===== config.mk =====
export PLATFORM = sky130hd
export DESIGN_NAME = hierarchical_reduce_pipe
export DESIGN_NICKNAME = d
export VERILOG_FILES = /design/src/rtl/hierarchical_reduce_pipe.sv
export SDC_FILE = /design/constraint.sdc
export NUM_CORES = 1
export LEC_CHECK = 0
export BUFFER_PORTS_ARGS = -buffer_cell sky130_fd_sc_hd__buf_2
export CORE_UTILIZATION = 59
export DETAILED_ROUTE_END_ITERATION = 16
export PLACE_DENSITY = 0.9
export SYNTH_ARGS = -nofsm -noshare
export SYNTH_HDL_FRONTEND = slang
export SYNTH_SLANG_ARGS = --single-unit
export TNS_END_PERCENT = 5

===== constraint.sdc =====
create_clock -name clk -period 2.5 [get_ports clk]
set_input_delay 0.5 -clock clk [delete_from_list [all_inputs] [get_ports clk]]
set_output_delay 0.5 -clock clk [all_outputs]
set_load 0.005 [all_outputs]

===== src/rtl/hierarchical_reduce_pipe.sv =====
// hierarchical_reduce_pipe
//   Pipelined binary-tree reduction of NUM_IN operands of WIDTH bits under a
//   per-vector operator (add mod 2^WIDTH, xor, and, unsigned max). The input
//   is registered once, then each tree level is its own sub-instance with one
//   register stage. A final output stage either replaces or accumulates the
//   result and counts results (saturating).
//
//   Ports:
//     clk, rst         rising-edge clock, async active-high reset
//     in_valid         operand vector valid this cycle
//     in_data          operand i = in_data[i*WIDTH +: WIDTH]
//     op               00 add, 01 xor, 10 and, 11 unsigned max
//     accumulate       out_data <= op(out_data, result) instead of result
//     clear            sync clear of accumulator/counter (an arriving result
//                      loads un-accumulated and restarts the count at 1)
//     out_valid        one-cycle pulse per result
//     out_data         result / accumulator (holds between results)
//     out_count        results since reset/clear, saturating
//
//   Latency: a vector sampled at edge t appears after edge t+LEVELS+1.
//   Data and tag registers load only with valid, so bubbles cause no toggles.

// Two-operand combiner shared by every tree node and the accumulator.
module reduce_op #(
  parameter int WIDTH = 4
) (
  input  logic [WIDTH-1:0] a,
  input  logic [WIDTH-1:0] b,
  input  logic [1:0]       op,
  output logic [WIDTH-1:0] y
);
  always_comb begin
    y = '0;
    case (op)
      2'b00: y = a + b;            // carry dropped by the WIDTH-bit result
      2'b01: y = a ^ b;
      2'b10: y = a & b;
      2'b11: y = (a > b) ? a : b;
      default: y = '0;
    endcase
  end
endmodule

// One tree level: N_OUT nodes combining adjacent pairs, plus one register
// stage carrying the valid bit and the vector's op/accumulate tags.
module reduce_level #(
  parameter int WIDTH = 4,
  parameter int N_OUT = 2
) (
  input  logic                     clk,
  input  logic                     rst,
  input  logic                     in_valid,
  input  logic [2*N_OUT*WIDTH-1:0] in_data,
  input  logic [1:0]               in_op,
  input  logic                     in_acc,
  output logic                     out_valid,
  output logic [N_OUT*WIDTH-1:0]   out_data,
  output logic [1:0]               out_op,
  output logic                     out_acc
);
  logic [N_OUT-1:0][WIDTH-1:0] node_y, data_d, data_q;
  logic                        valid_d, valid_q;
  logic [1:0]                  op_d, op_q;
  logic                        acc_d, acc_q;

  for (genvar i = 0; i < N_OUT; i++) begin : g_node
    reduce_op #(.WIDTH(WIDTH)) u_op (
      .a  (in_data[2*i*WIDTH +: WIDTH]),
      .b  (in_data[(2*i+1)*WIDTH +: WIDTH]),
      .op (in_op),
      .y  (node_y[i])
    );
  end

  always_comb begin
    valid_d = in_valid;
    data_d  = data_q;
    op_d    = op_q;
    acc_d   = acc_q;
    if (in_valid) begin
      data_d = node_y;
      op_d   = in_op;
      acc_d  = in_acc;
    end
  end

  always_ff @(posedge clk or posedge rst) begin
    if (rst) begin
      valid_q <= 1'b0;
      data_q  <= '0;
      op_q    <= '0;
      acc_q   <= 1'b0;
    end else begin
      valid_q <= valid_d;
      data_q  <= data_d;
      op_q    <= op_d;
      acc_q   <= acc_d;
    end
  end

  assign out_valid = valid_q;
  assign out_data  = data_q;
  assign out_op    = op_q;
  assign out_acc   = acc_q;
endmodule

module hierarchical_reduce_pipe #(
  parameter int WIDTH  = 4,
  parameter int NUM_IN = 4,
  parameter int CNT_W  = 8
) (
  input  logic                    clk,
  input  logic                    rst,
  input  logic                    in_valid,
  input  logic [NUM_IN*WIDTH-1:0] in_data,
  input  logic [1:0]              op,
  input  logic                    accumulate,
  input  logic                    clear,
  output logic                    out_valid,
  output logic [WIDTH-1:0]        out_data,
  output logic [CNT_W-1:0]        out_count
);
  localparam int LEVELS = $clog2(NUM_IN);
  // All levels packed back to back: level k holds NUM_IN>>k operands.
  localparam int TREE_W = (2*NUM_IN - 1) * WIDTH;
  localparam logic [CNT_W-1:0] CNT_MAX = {CNT_W{1'b1}};

  if (NUM_IN < 2 || (NUM_IN & (NUM_IN - 1)) != 0) begin : g_bad_num_in
    $error("NUM_IN must be a power of two >= 2");
  end

  function automatic int lvl_off(input int k);
    return (2*NUM_IN - 2*(NUM_IN >> k)) * WIDTH;
  endfunction

  logic [TREE_W-1:0]      tree_data;
  logic [LEVELS:0]        tree_valid;
  logic [LEVELS:0][1:0]   tree_op;
  logic [LEVELS:0]        tree_acc;

  // Level 0: registered operands and tags.
  logic                    s0_valid_d, s0_valid_q;
  logic [NUM_IN*WIDTH-1:0] s0_data_d, s0_data_q;
  logic [1:0]              s0_op_d, s0_op_q;
  logic                    s0_acc_d, s0_acc_q;

  always_comb begin
    s0_valid_d = in_valid;
    s0_data_d  = s0_data_q;
    s0_op_d    = s0_op_q;
    s0_acc_d   = s0_acc_q;
    if (in_valid) begin
      s0_data_d = in_data;
      s0_op_d   = op;
      s0_acc_d  = accumulate;
    end
  end

  always_ff @(posedge clk or posedge rst) begin
    if (rst) begin
      s0_valid_q <= 1'b0;
      s0_data_q  <= '0;
      s0_op_q    <= '0;
      s0_acc_q   <= 1'b0;
    end else begin
      s0_valid_q <= s0_valid_d;
      s0_data_q  <= s0_data_d;
      s0_op_q    <= s0_op_d;
      s0_acc_q   <= s0_acc_d;
    end
  end

  assign tree_valid[0]                 = s0_valid_q;
  assign tree_data[NUM_IN*WIDTH-1:0]   = s0_data_q;
  assign tree_op[0]                    = s0_op_q;
  assign tree_acc[0]                   = s0_acc_q;

  for (genvar k = 1; k <= LEVELS; k++) begin : g_lvl
    reduce_level #(.WIDTH(WIDTH), .N_OUT(NUM_IN >> k)) u_lvl (
      .clk       (clk),
      .rst       (rst),
      .in_valid  (tree_valid[k-1]),
      .in_data   (tree_data[lvl_off(k-1) +: (NUM_IN >> (k-1))*WIDTH]),
      .in_op     (tree_op[k-1]),
      .in_acc    (tree_acc[k-1]),
      .out_valid (tree_valid[k]),
      .out_data  (tree_data[lvl_off(k) +: (NUM_IN >> k)*WIDTH]),
      .out_op    (tree_op[k]),
      .out_acc   (tree_acc[k])
    );
  end

  // Output stage: root of the tree sits in the top WIDTH bits.
  logic [WIDTH-1:0] root_data, acc_y;
  logic             out_valid_d, out_valid_q;
  logic [WIDTH-1:0] out_data_d, out_data_q;
  logic [CNT_W-1:0] out_count_d, out_count_q;

  assign root_data = tree_data[TREE_W-1 -: WIDTH];

  reduce_op #(.WIDTH(WIDTH)) u_acc (
    .a  (out_data_q),
    .b  (root_data),
    .op (tree_op[LEVELS]),
    .y  (acc_y)
  );

  always_comb begin
    out_valid_d = tree_valid[LEVELS];
    out_data_d  = out_data_q;
    out_count_d = out_count_q;
    if (tree_valid[LEVELS]) begin
      // clear wins over accumulate: the arriving result starts afresh.
      out_data_d  = (tree_acc[LEVELS] && !clear) ? acc_y : root_data;
      out_count_d = clear ? CNT_W'(1)
                  : (out_count_q == CNT_MAX) ? out_count_q : out_count_q + 1'b1;
    end else if (clear) begin
      out_data_d  = '0;
      out_count_d = '0;
    end
  end

  always_ff @(posedge clk or posedge rst) begin
    if (rst) begin
      out_valid_q <= 1'b0;
      out_data_q  <= '0;
      out_count_q <= '0;
    end else begin
      out_valid_q <= out_valid_d;
      out_data_q  <= out_data_d;
      out_count_q <= out_count_d;
    end
  end

  assign out_valid = out_valid_q;
  assign out_data  = out_data_q;
  assign out_count = out_count_q;
endmodule


==> results of run 1 <==
-- worst min-delay path by stage --
stage | end | slack, ns
global route | out_count[6]$_DFFE_PP0P_ | 0.25
floorplan | out_valid$_DFF_PP0_ | 0.36
finish | s0_data_q[12]$_DFFE_PP0P_ | 0.21
global placement | g_lvl[2].u_lvl.out_acc$_DFFE_PP0P_ | 0.49
detailed placement | g_lvl[2].u_lvl.out_acc$_DFFE_PP0P_ | 0.52
CTS | s0_data_q[11]$_DFFE_PP0P_ | 0.23
-- state kept, by name (all words and copies together) (netlist names) --
| register | flops |
|---|---|
| out_data | 4 |
| out_count | 8 |
| g_lvl.u_lvl.out_op | 4 |
| g_lvl.u_lvl.out_data | 12 |
| g_lvl.u_lvl.out_valid | 2 |
| s0_op_q | 2 |
| s0_acc_q | 1 |
| out_valid | 1 |
| s0_valid_q | 1 |
| s0_data_q | 16 |
| g_lvl.u_lvl.out_acc | 2 |
-- metal layers --
layer  global-route usage (%)  routed length [um]  share of wire [%]  vias up
met1                     31.7                3110                 44     1276
met5                        0                   0                  0        -
li1                         -                   -                  -     1315
met4                     13.7                 150                2.1        0
met3                     3.60                 239                3.4       15
met2                     44.0                3540                 50       74
-- cell usage after synthesis (2+ instances only) --
cell | count | share of area, %
dfrtp_1 | 53 | 38
ha_1 | 33 | 12
nand2_1 | 33 | 3.6
inv_1 | 30 | 3.3
o21ai_0 | 29 | 4.2
nor2_1 | 20 | 2.2
mux2_2 | 18 | 5.9
a21oi_1 | 12 | 1.7
clkbuf_1 | 10 | 1.1
nand3_1 | 10 | 1.5
nor2b_1 | 10 | 1.8
o211ai_1 | 10 | 2.2
o21ai_1 | 9 | 1.3
mux2i_1 | 8 | 2.3
xor2_1 | 7 | 1.8
nand2b_1 | 6 | 1.1
nand4_1 | 6 | 1.1
buf_2 | 4 | 0.58
fa_1 | 4 | 2.3
o221ai_1 | 4 | 1.0
a31oi_1 | 3 | 0.54
a32o_1 | 3 | 0.87
and4_1 | 3 | 0.76
nor3_1 | 3 | 0.44
xnor2_1 | 3 | 0.76
a21oi_2 | 2 | 0.51
a221o_1 | 2 | 0.58
and2_1 | 2 | 0.36
and3_1 | 2 | 0.36
nand3b_1 | 2 | 0.44
nor3b_1 | 2 | 0.44
o21a_1 | 2 | 0.44
-- critical path: cells and delay by family, from the launching register on --
family	cells	cell delay [ns]
buffers and inverters	1	0.11
xor gates and xnor gates	1	0.14
DFF	1	0.41
and+or+nand+nor	1	0.17
AOI/OAI and AO/OA	3	0.67
adders and majority gates	1	0.32
-- cell type report --
type,count,area (sq um)
Multi-Input combinational cell,262,1950
Fill cell,434,1810
Clock inverter,1,8.76
Sequential cell,53,1330
Tap cell,72,90.1
Timing Repair Buffer,37,203
Clock buffer,6,72.6
Inverter,30,113
-- where the power goes --
group / total, mW / switching (mW) / internal (mW)
Combinational: 0.981 / 0.509 / 0.472
Sequential: 1.16 / 0.183 / 0.982
Clock: 0.468 / 0.274 / 0.195
Total: 2.61 / 0.966 / 1.65
-- logic make-up after synthesis --
group	after synthesis	share of synthesized area [%]
compound gates	85	16.3
xor+xnor	10	2.54
fa+ha+maj	37	14.3
simple gates	103	14.9
buf+inv	45	5.04
flops	53	38.4
mux	27	8.52
==> run_results.csv, run 1 <==
group,metric,value,unit
layout,diodes,0,
timing,worst_slack,0.593,ns
yosys,synth_area_per_cell,9.58,sq um
clock_tree,htreeDepth,2,
yosys,synth_seq_cells,53,
timing,tightest_slew,0.504,ns
worst_setup_path,path_max_fanout,4,
layout,layout-drive-gt1-share,17.2,%
timing,rsz0062_at_grt,"false",
timing,final.min_clock_period,1.91,ns
place,place_congestion,0.939,
global_route,grt_pass1_vias,2744,
place,placed_area,3680,sq um
worst_setup_path,rr_startpoint,"g_lvl[1].u_lvl.out_data[5]$_DFFE_PP0P_",
place,dp.final_hpwl,5.31,mm
clock_tree,root_buffer,"clkbuf_8",
yosys,synth-main-ff-cell,"dfrtp_1",
layout,layout_commonest_cell,"dfrtp_1",
timing,setup_violations,0,
worst_setup_path,critPathRequiredTime,2.72,ns
worst_setup_path,end_kind,"flip-flop",
worst_setup_path,cp_cell_sequence,"inv_1 > ha_1 > nand2b_1 > a221o_1 > xnor2_1 > o211a_1 > o22ai_1",
layout,mostFrequentLayoutCells,"dfrtp_1 (53), buf_2 (35), nand2_1 (33), ha_1 (33)",
floorplan,core_area,5570,sq um
floorplan,die_y,78.5,um
min_path,hold_class,"input pin to async pin",
worst_setup_path,slowest_stage,"dfrtp_1",
route,wl_per_cell,15.3,um
clock_tree,cts-hold-fix-buffers,0,
floorplan,ios,36,
route,vias_per_cell,5.81,
route,drt_pass1_iterations,4,
global_route,grt_usage,25.8,%
timing,fmax,0.524,GHz
clock_tree,postCtsResizedCells,0,
yosys,synth_cell_types,47,
yosys,synth_cells,360,
global_route,grt_overflow,0,
yosys,synth-edff-count,0,
status,status,"complete, no violations",
worst_setup_path,reg2reg_depth,7,
timing,relSlewSlack,66.4,%
worst_setup_path,critPathLaunchType,"flip-flop",
route,via_count,2680,
floorplan,start_util,61.9,%
worst_setup_path,startpoint,"g_lvl[1].u_lvl.out_data[5]$_DFFE_PP0P_",
floorplan,dieArea,6160,sq um
clock_tree,numClockSinks,53,
worst_setup_path,cp-endpoint,"g_lvl[2].u_lvl.out_data[3]$_DFFE_PP0P_",
layout,nNetsFinal,449,
layout,syn2layout_area_growth,9.07,%
clock_tree,cts_post_setup_buffers_inserted,0,
timing,skew,0.00491,ns
floorplan,rows,27,
worst_setup_path,arrival,2.13,ns
power,vdd_ir_drop_max,0.527,mV
timing,tns,0,ns
floorplan,die_x,78.5,um
global_route,grt_max_degree,54,
route,drc,0,
timing,hold_violations,0,
power,p_leak,1.72,nW
layout,final_util,67.5,%
yosys,yosys_warnings,0,
route,dr.first_iter.drc_count,130,
worst_setup_path,r2r_end,"g_lvl[2].u_lvl.out_data[3]$_DFFE_PP0P_",
run,cap_violations,0,
route,wirelength,7.04,mm
timing,hold_ws,0.212,ns
route,drtAntennaViolNets,0,
power,p_total,2.61,mW
clock_tree,clk_latency,0.31,ns
layout,layout.cells.non_filler,461,
place,io_buffers,35,
place,pre_cts_ws,0.640,ns
timing,fin_crit_sh,76.3,%
clock_tree,clk_path_buf_depth,2,
yosys,ys_async_sr_fraction,100,%
layout,final_area,3760,sq um
global_route,antenna_found_initial,0,
timing,slew_violations,0,
worst_setup_path,crit_type,"flip-flop to flip-flop",
yosys,syn_nets,420,
power,p_per_area,695,nW/um^2
yosys,syn_area,3450,sq um
clock_tree,path_clk_slew,0.09,ns
yosys,yosysSeqAreaShare,38.4,%
clock_tree,cts_buffers,5,
worst_setup_path,cpPeakStageDelay,0.41,ns
place,place_inst,454,
clock_tree,cts_tree,"yes",
global_route,grt_pass1_wl,12.5,mm
worst_setup_path,r2r_setup_slack,0.59,ns
(Power assumes the default switching activity.)
==> inputs of run 2 (changes only) <==
==> constraint.sdc (replaced) <==
create_clock -name clk -period 1.95 [get_ports clk]
set_input_delay 0.39 -clock clk [delete_from_list [all_inputs] [get_ports clk]]
set_output_delay 0.39 -clock clk [all_outputs]
set_load 0.005 [all_outputs]
==> run 2 against run 1 <==
Effect of this change: cell count up 2.6%; non-clock buffer count is 12 higher; sequential cell count stayed put; via count increased by 6.6%; combinational power is 42% higher; first-iteration DRC count up 72%; global-route usage is 0.41 points lower; critical path type unchanged; largest cell class unchanged.
==> run_results.csv, run 2 (synthesis gave the netlist of run 1 again) <==
group,metric,value,unit
status,status,"complete, no violations",
layout,multi_input_area,2000,sq um
route,drc,0,
worst_setup_path,path_max_fanout,4,
worst_setup_path,critPathLaunchType,"flip-flop",
global_route,use_met2,42.5,%
place,dp.final_hpwl,5.36,mm
global_route,grt_overflow,0,
clock_tree,cts-hold-fix-buffers,0,
layout,layout-drive-gt1-share,22.4,%
layout,num-fill-cells,406,
floorplan,ios,36,
run,cap_violations,0,
timing,fmax,0.532,GHz
route,drt_pass1_iterations,5,
timing,setup_violations,0,
timing,hold_ws,0.112,ns
clock_tree,cts_tree,"yes",
power,p_total,3.47,mW
floorplan,die_y,78.5,um
timing,rsz0062_at_grt,"true",
worst_setup_path,critPathRequiredTime,2.13,ns
layout,layout_commonest_cell,"dfrtp_1",
route,drtAntennaViolNets,0,
place,io_buffers,35,
timing,fin_crit_sh,96.3,%
timing,slew_violations,0,
layout,final_util,70.1,%
power,p_leak,1.78,nW
worst_setup_path,end_kind,"flip-flop",
global_route,grt_pass1_wl,12.3,mm
route,wl_per_cell,15.6,um
route,dr.first_iter.drc_count,223,
floorplan,dieArea,6160,sq um
timing,hold_violations,0,
layout,layout.cells.non_filler,473,
layout,largest_register,"s0_data_q",
floorplan,core_area,5570,sq um
global_route,grt_usage,25.4,%
min_path,hold_class,"input pin to async pin",
global_route,grt_max_degree,54,
global_route,grt_pass1_vias,2710,
timing,tightest_slew,0.491,ns
clock_tree,cts_buffers,5,
clock_tree,htreeDepth,2,
global_route,met1_usage,32.2,%
global_route,antenna_found_initial,0,
route,vias_per_cell,6.04,
clock_tree,numClockSinks,53,
timing,skew,0.00713,ns
layout,largest_reg_flops,16,
power,vdd_ir_drop_max,0.577,mV
layout,mostFrequentLayoutCells,"dfrtp_1 (51), buf_2 (35), nand2_1 (33)",
layout,nNetsFinal,461,
power,p_per_area,888,nW/um^2
clock_tree,clk_path_buf_depth,2,
timing,relSlewSlack,67.3,%
worst_setup_path,arrival,2.06,ns
clock_tree,path_clk_slew,0.09,ns
route,via_count,2858,
global_route,met3_usage,4.53,%
place,place_congestion,0.936,
timing,tns,0,ns
place,pre_cts_ws,0.0593,ns
place,place_inst,460,
route,wirelength,7.38,mm
floorplan,start_util,61.9,%
layout,diodes,0,
worst_setup_path,cpPeakStageDelay,0.40,ns
place,placed_area,3730,sq um
worst_setup_path,cp_cell_sequence,"inv_1 > ha_1 > nor2b_1 > o211ai_1 > a21oi_4 > mux2i_1 > o22ai_1",
timing,worst_slack,0.0716,ns
worst_setup_path,slowest_stage,"dfrtp_1",
global_route,top_usage_layer,"met2",
clock_tree,clk_latency,0.31,ns
worst_setup_path,crit_type,"flip-flop to flip-flop",
floorplan,rows,27,
layout,final-seq-area,1330,sq um
layout,syn2layout_area_growth,13.2,%
clock_tree,root_buffer,"clkbuf_8",
timing,final.min_clock_period,1.88,ns
layout,final_area,3910,sq um
floorplan,die_x,78.5,um
run 2: changes by cell type in the layout (fill, tap and decap cells not counted), sizes merged:
| cell | change |
|---|---|
| buf | +12 |
run 2: layer usage:
layer	up-vias	part of all wire [%]	wire [um]
met3	27	4.1	302
met4	0	2.9	216
li1	1355	-	-
met5	-	0	0
met2	98	50	3710
met1	1378	43	3150
run 2: what timing repair did:
item / CTS / global route
endpoints found under the hold margin: 0 / 0
setup buffers: 0 / 6
resized for setup: 0 / 14
endpoints found under the setup margin: 0 / 10
run 2: layout make-up:
type,instances,area share [%]
sequential,53,34.0
clock buffer,6,1.86
inverter,30,2.88
multi-input combinational,262,51.2
tap,72,2.31
clock inverter,1,0.224
timing repair buffer,49,7.50
run 2: worst max-delay path: cells and delay by family (launching register included):
kind                       cells  cell delay [ns]
AOI/OAI and AO/OA              3             0.53
adders and majority gates      1             0.32
and+or+nand+nor                1             0.14
DFF                            1             0.40
buffers and inverters          1             0.09
muxes                          1             0.27
run 2: power by group:
part / total (mW) / internal (mW) / switching, mW
combinational: 1.39 / 0.671 / 0.720
clock: 0.595 / 0.249 / 0.346
sequential: 1.48 / 1.26 / 0.222
run 2: path summary, 6_finish.rpt:
check,from,to,slack [ns],cells after the start
worst max-delay path,g_lvl[1].u_lvl.out_data[5]$_DFFE_PP0P_,g_lvl[2].u_lvl.out_data[3]$_DFFE_PP0P_,0.07,7
worst min-delay path,rst,s0_data_q[12]$_DFFE_PP0P_,0.11,3
worst max register to register,g_lvl[1].u_lvl.out_data[5]$_DFFE_PP0P_,g_lvl[2].u_lvl.out_data[3]$_DFFE_PP0P_,0.07,7
worst min register to register,s0_acc_q$_DFFE_PP0P_,s0_acc_q$_DFFE_PP0P_,0.51,1
max in group asynchronous,rst,out_data[1]$_DFFE_PP0P_,1.57,3
min in group clk,in_data[15],s0_data_q[15]$_DFFE_PP0P_,0.28,3
==> inputs of run 3 (changes only) <==
--- a/config.mk
+++ b/config.mk
@@ -6,7 +6,9 @@
 export NUM_CORES = 1
 export LEC_CHECK = 0
 export BUFFER_PORTS_ARGS = -buffer_cell sky130_fd_sc_hd__buf_2
-export CORE_UTILIZATION = 59
+export CELL_PAD_IN_SITES_DETAIL_PLACEMENT = 1
+export CELL_PAD_IN_SITES_GLOBAL_PLACEMENT = 1
+export CORE_UTILIZATION = 46
 export DETAILED_ROUTE_END_ITERATION = 16
 export PLACE_DENSITY = 0.9
 export SYNTH_ARGS = -nofsm -noshare
==> run 3 against run 2 <==
Effect of this change: clock-buffer cell count stayed put; utilization down 16 points; non-clock buffer count fell by 1; combinational power grew 4%; total power up 2.1%; worst setup slack lost 0.0036 ns; largest power group unchanged.
==> run_results.csv, run 3 (synthesis gave the netlist of run 1 again) <==
group,metric,value,unit
layout,mostFrequentLayoutCells,"dfrtp_1 (50), buf_2 (35), nand2_1 (33), inv_1 (28)",
timing,fmax,0.531,GHz
route,dr.first_iter.drc_count,119,
clock_tree,cts_buffers,5,
clock_tree,clk_latency,0.31,ns
timing,skew,0.00718,ns
timing,tightest_slew,0.450,ns
worst_setup_path,crit_type,"flip-flop to flip-flop",
timing,relSlewSlack,70.0,%
place,io_buffers,35,
min_path,hold_class,"input pin to async pin",
route,drtAntennaViolNets,0,
place,place_inst,490,
power,p_per_area,896,nW/um^2
clock_tree,cts_tree,"yes",
global_route,grt_pass1_vias,2957,
layout,layout-drive-gt1-share,23.0,%
timing,setup_violations,0,
floorplan,rows,31,
worst_setup_path,arrival,2.09,ns
layout,layout.cells.non_filler,499,
worst_setup_path,end_kind,"flip-flop",
power,p_leak,1.78,nW
floorplan,ios,36,
layout,nNetsFinal,460,
timing,rsz0062_at_grt,"true",
global_route,grt_max_degree,54,
power,p_total,3.54,mW
floorplan,die_x,88.6,um
worst_setup_path,cp_cell_sequence,"inv_1 > ha_1 > o21a_1 > o21ai_2 > nor2_2 > or3b_1 > o311ai_1",
layout,diodes,0,
status,status,"complete, no violations",
layout,syn2layout_area_growth,14.5,%
route,via_count,2830,
clock_tree,clk_path_buf_depth,2,
floorplan,start_util,47.6,%
route,drt_pass1_iterations,4,
route,wl_per_cell,17.4,um
timing,fin_crit_sh,96.5,%
worst_setup_path,critPathRequiredTime,2.16,ns
route,drc,0,
clock_tree,cts-hold-fix-buffers,0,
place,dp.final_hpwl,6.55,mm
timing,slew_violations,0,
worst_setup_path,critPathLaunchType,"flip-flop",
route,vias_per_cell,5.67,
clock_tree,root_buffer,"clkbuf_8",
global_route,grt_pass1_wl,14.1,mm
timing,final.min_clock_period,1.88,ns
global_route,grt_usage,23.5,%
floorplan,die_y,88.6,um
clock_tree,path_clk_slew,0.09,ns
layout,largest_register,"s0_data_q",
place,place_congestion,0.931,
layout,largest_reg_flops,16,
worst_setup_path,cpPeakStageDelay,0.39,ns
clock_tree,htreeDepth,2,
floorplan,core_area,7250,sq um
route,wirelength,8.68,mm
timing,hold_violations,0,
worst_setup_path,path_max_fanout,5,
power,vdd_ir_drop_max,0.357,mV
run,cap_violations,0,
global_route,grt_overflow,0,
worst_setup_path,slowest_stage,"dfrtp_1",
global_route,antenna_found_initial,0,
layout,layout_commonest_cell,"dfrtp_1",
clock_tree,numClockSinks,53,
floorplan,dieArea,7850,sq um
run 3: layout make-up:
class / instances / area (sq um)
Multi-Input combinational cell: 262 / 2020
Clock inverter: 1 / 8.76
Timing Repair Buffer: 48 / 285
Tap cell: 99 / 124
Inverter: 30 / 113
Sequential cell: 53 / 1330
Clock buffer: 6 / 72.6
Fill cell: 855 / 3300
run 3: final timing paths:
check / startpoint / to / slack, ns / cells past startpoint
min reg2reg: s0_acc_q$_DFFE_PP0P_ / s0_acc_q$_DFFE_PP0P_ / 0.51 / 1
min: rst / s0_data_q[12]$_DFFE_PP0P_ / 0.10 / 3
max: s0_data_q[14]$_DFFE_PP0P_ / g_lvl[1].u_lvl.out_data[4]$_DFFE_PP0P_ / 0.07 / 7
max in group asynchronous: rst / g_lvl[1].u_lvl.out_data[0]$_DFFE_PP0P_ / 1.57 / 3
max reg2reg: s0_data_q[14]$_DFFE_PP0P_ / g_lvl[1].u_lvl.out_data[4]$_DFFE_PP0P_ / 0.07 / 7
min in group clk: in_data[7] / s0_data_q[7]$_DFFE_PP0P_ / 0.28 / 3
run 3: layer usage:
| layer | part of all wire, % | track usage (%) | vias up |
|---|---|---|---|
| li1 | - | - | 1344 |
| met1 | 43 | 28.1 | 1423 |
| met2 | 54 | 43.5 | 51 |
| met3 | 2.4 | 3.54 | 12 |
| met4 | 1.4 | 6.89 | 0 |
| met5 | 0 | 0 | - |
run 3: power by group:
| group | switching, mW | internal (mW) |
|---|---|---|
| Clock | 0.365 | 0.250 |
| Combinational | 0.755 | 0.686 |
| Sequential | 0.224 | 1.26 |
run 3: critical path: cells and delay by family (launching register included):
kind | cells | cell delay [ns]
AO/OA/AOI/OAI | 3 | 0.51
flip-flops | 1 | 0.39
buffers and inverters | 1 | 0.07
AND/OR/NAND/NOR | 2 | 0.47
adder cells (fa/ha/maj) | 1 | 0.34
run 3: through the flow:
| step | setup TNS [ns] | setup slack (ns) | hold WS, ns | instance area (sq um) | utilization (%) |
|---|---|---|---|---|---|
| 5_1_grt | -0.0700 | -0.0359 | 0.125 | 3950 | 54.5 |
| 2_1_floorplan | 0 | 0.212 | 0.365 | 3450 | - |
| 6_report | 0 | 0.0680 | 0.101 | 3950 | 54.5 |
| 3_3_place_gp | 0 | 0.0993 | 0.460 | 3780 | 52.1 |
| 4_1_cts | 0 | 0.0227 | 0.123 | 3860 | 53.3 |
| 3_5_place_dp | 0 | 0.0538 | 0.464 | 3780 | 52.1 |
run 3: repair_timing:
| item | CTS | global route |
|---|---|---|
| gates resized for setup | 0 | 18 |
| setup buffers | 0 | 2 |
| setup endpoints to repair | 0 | 11 |
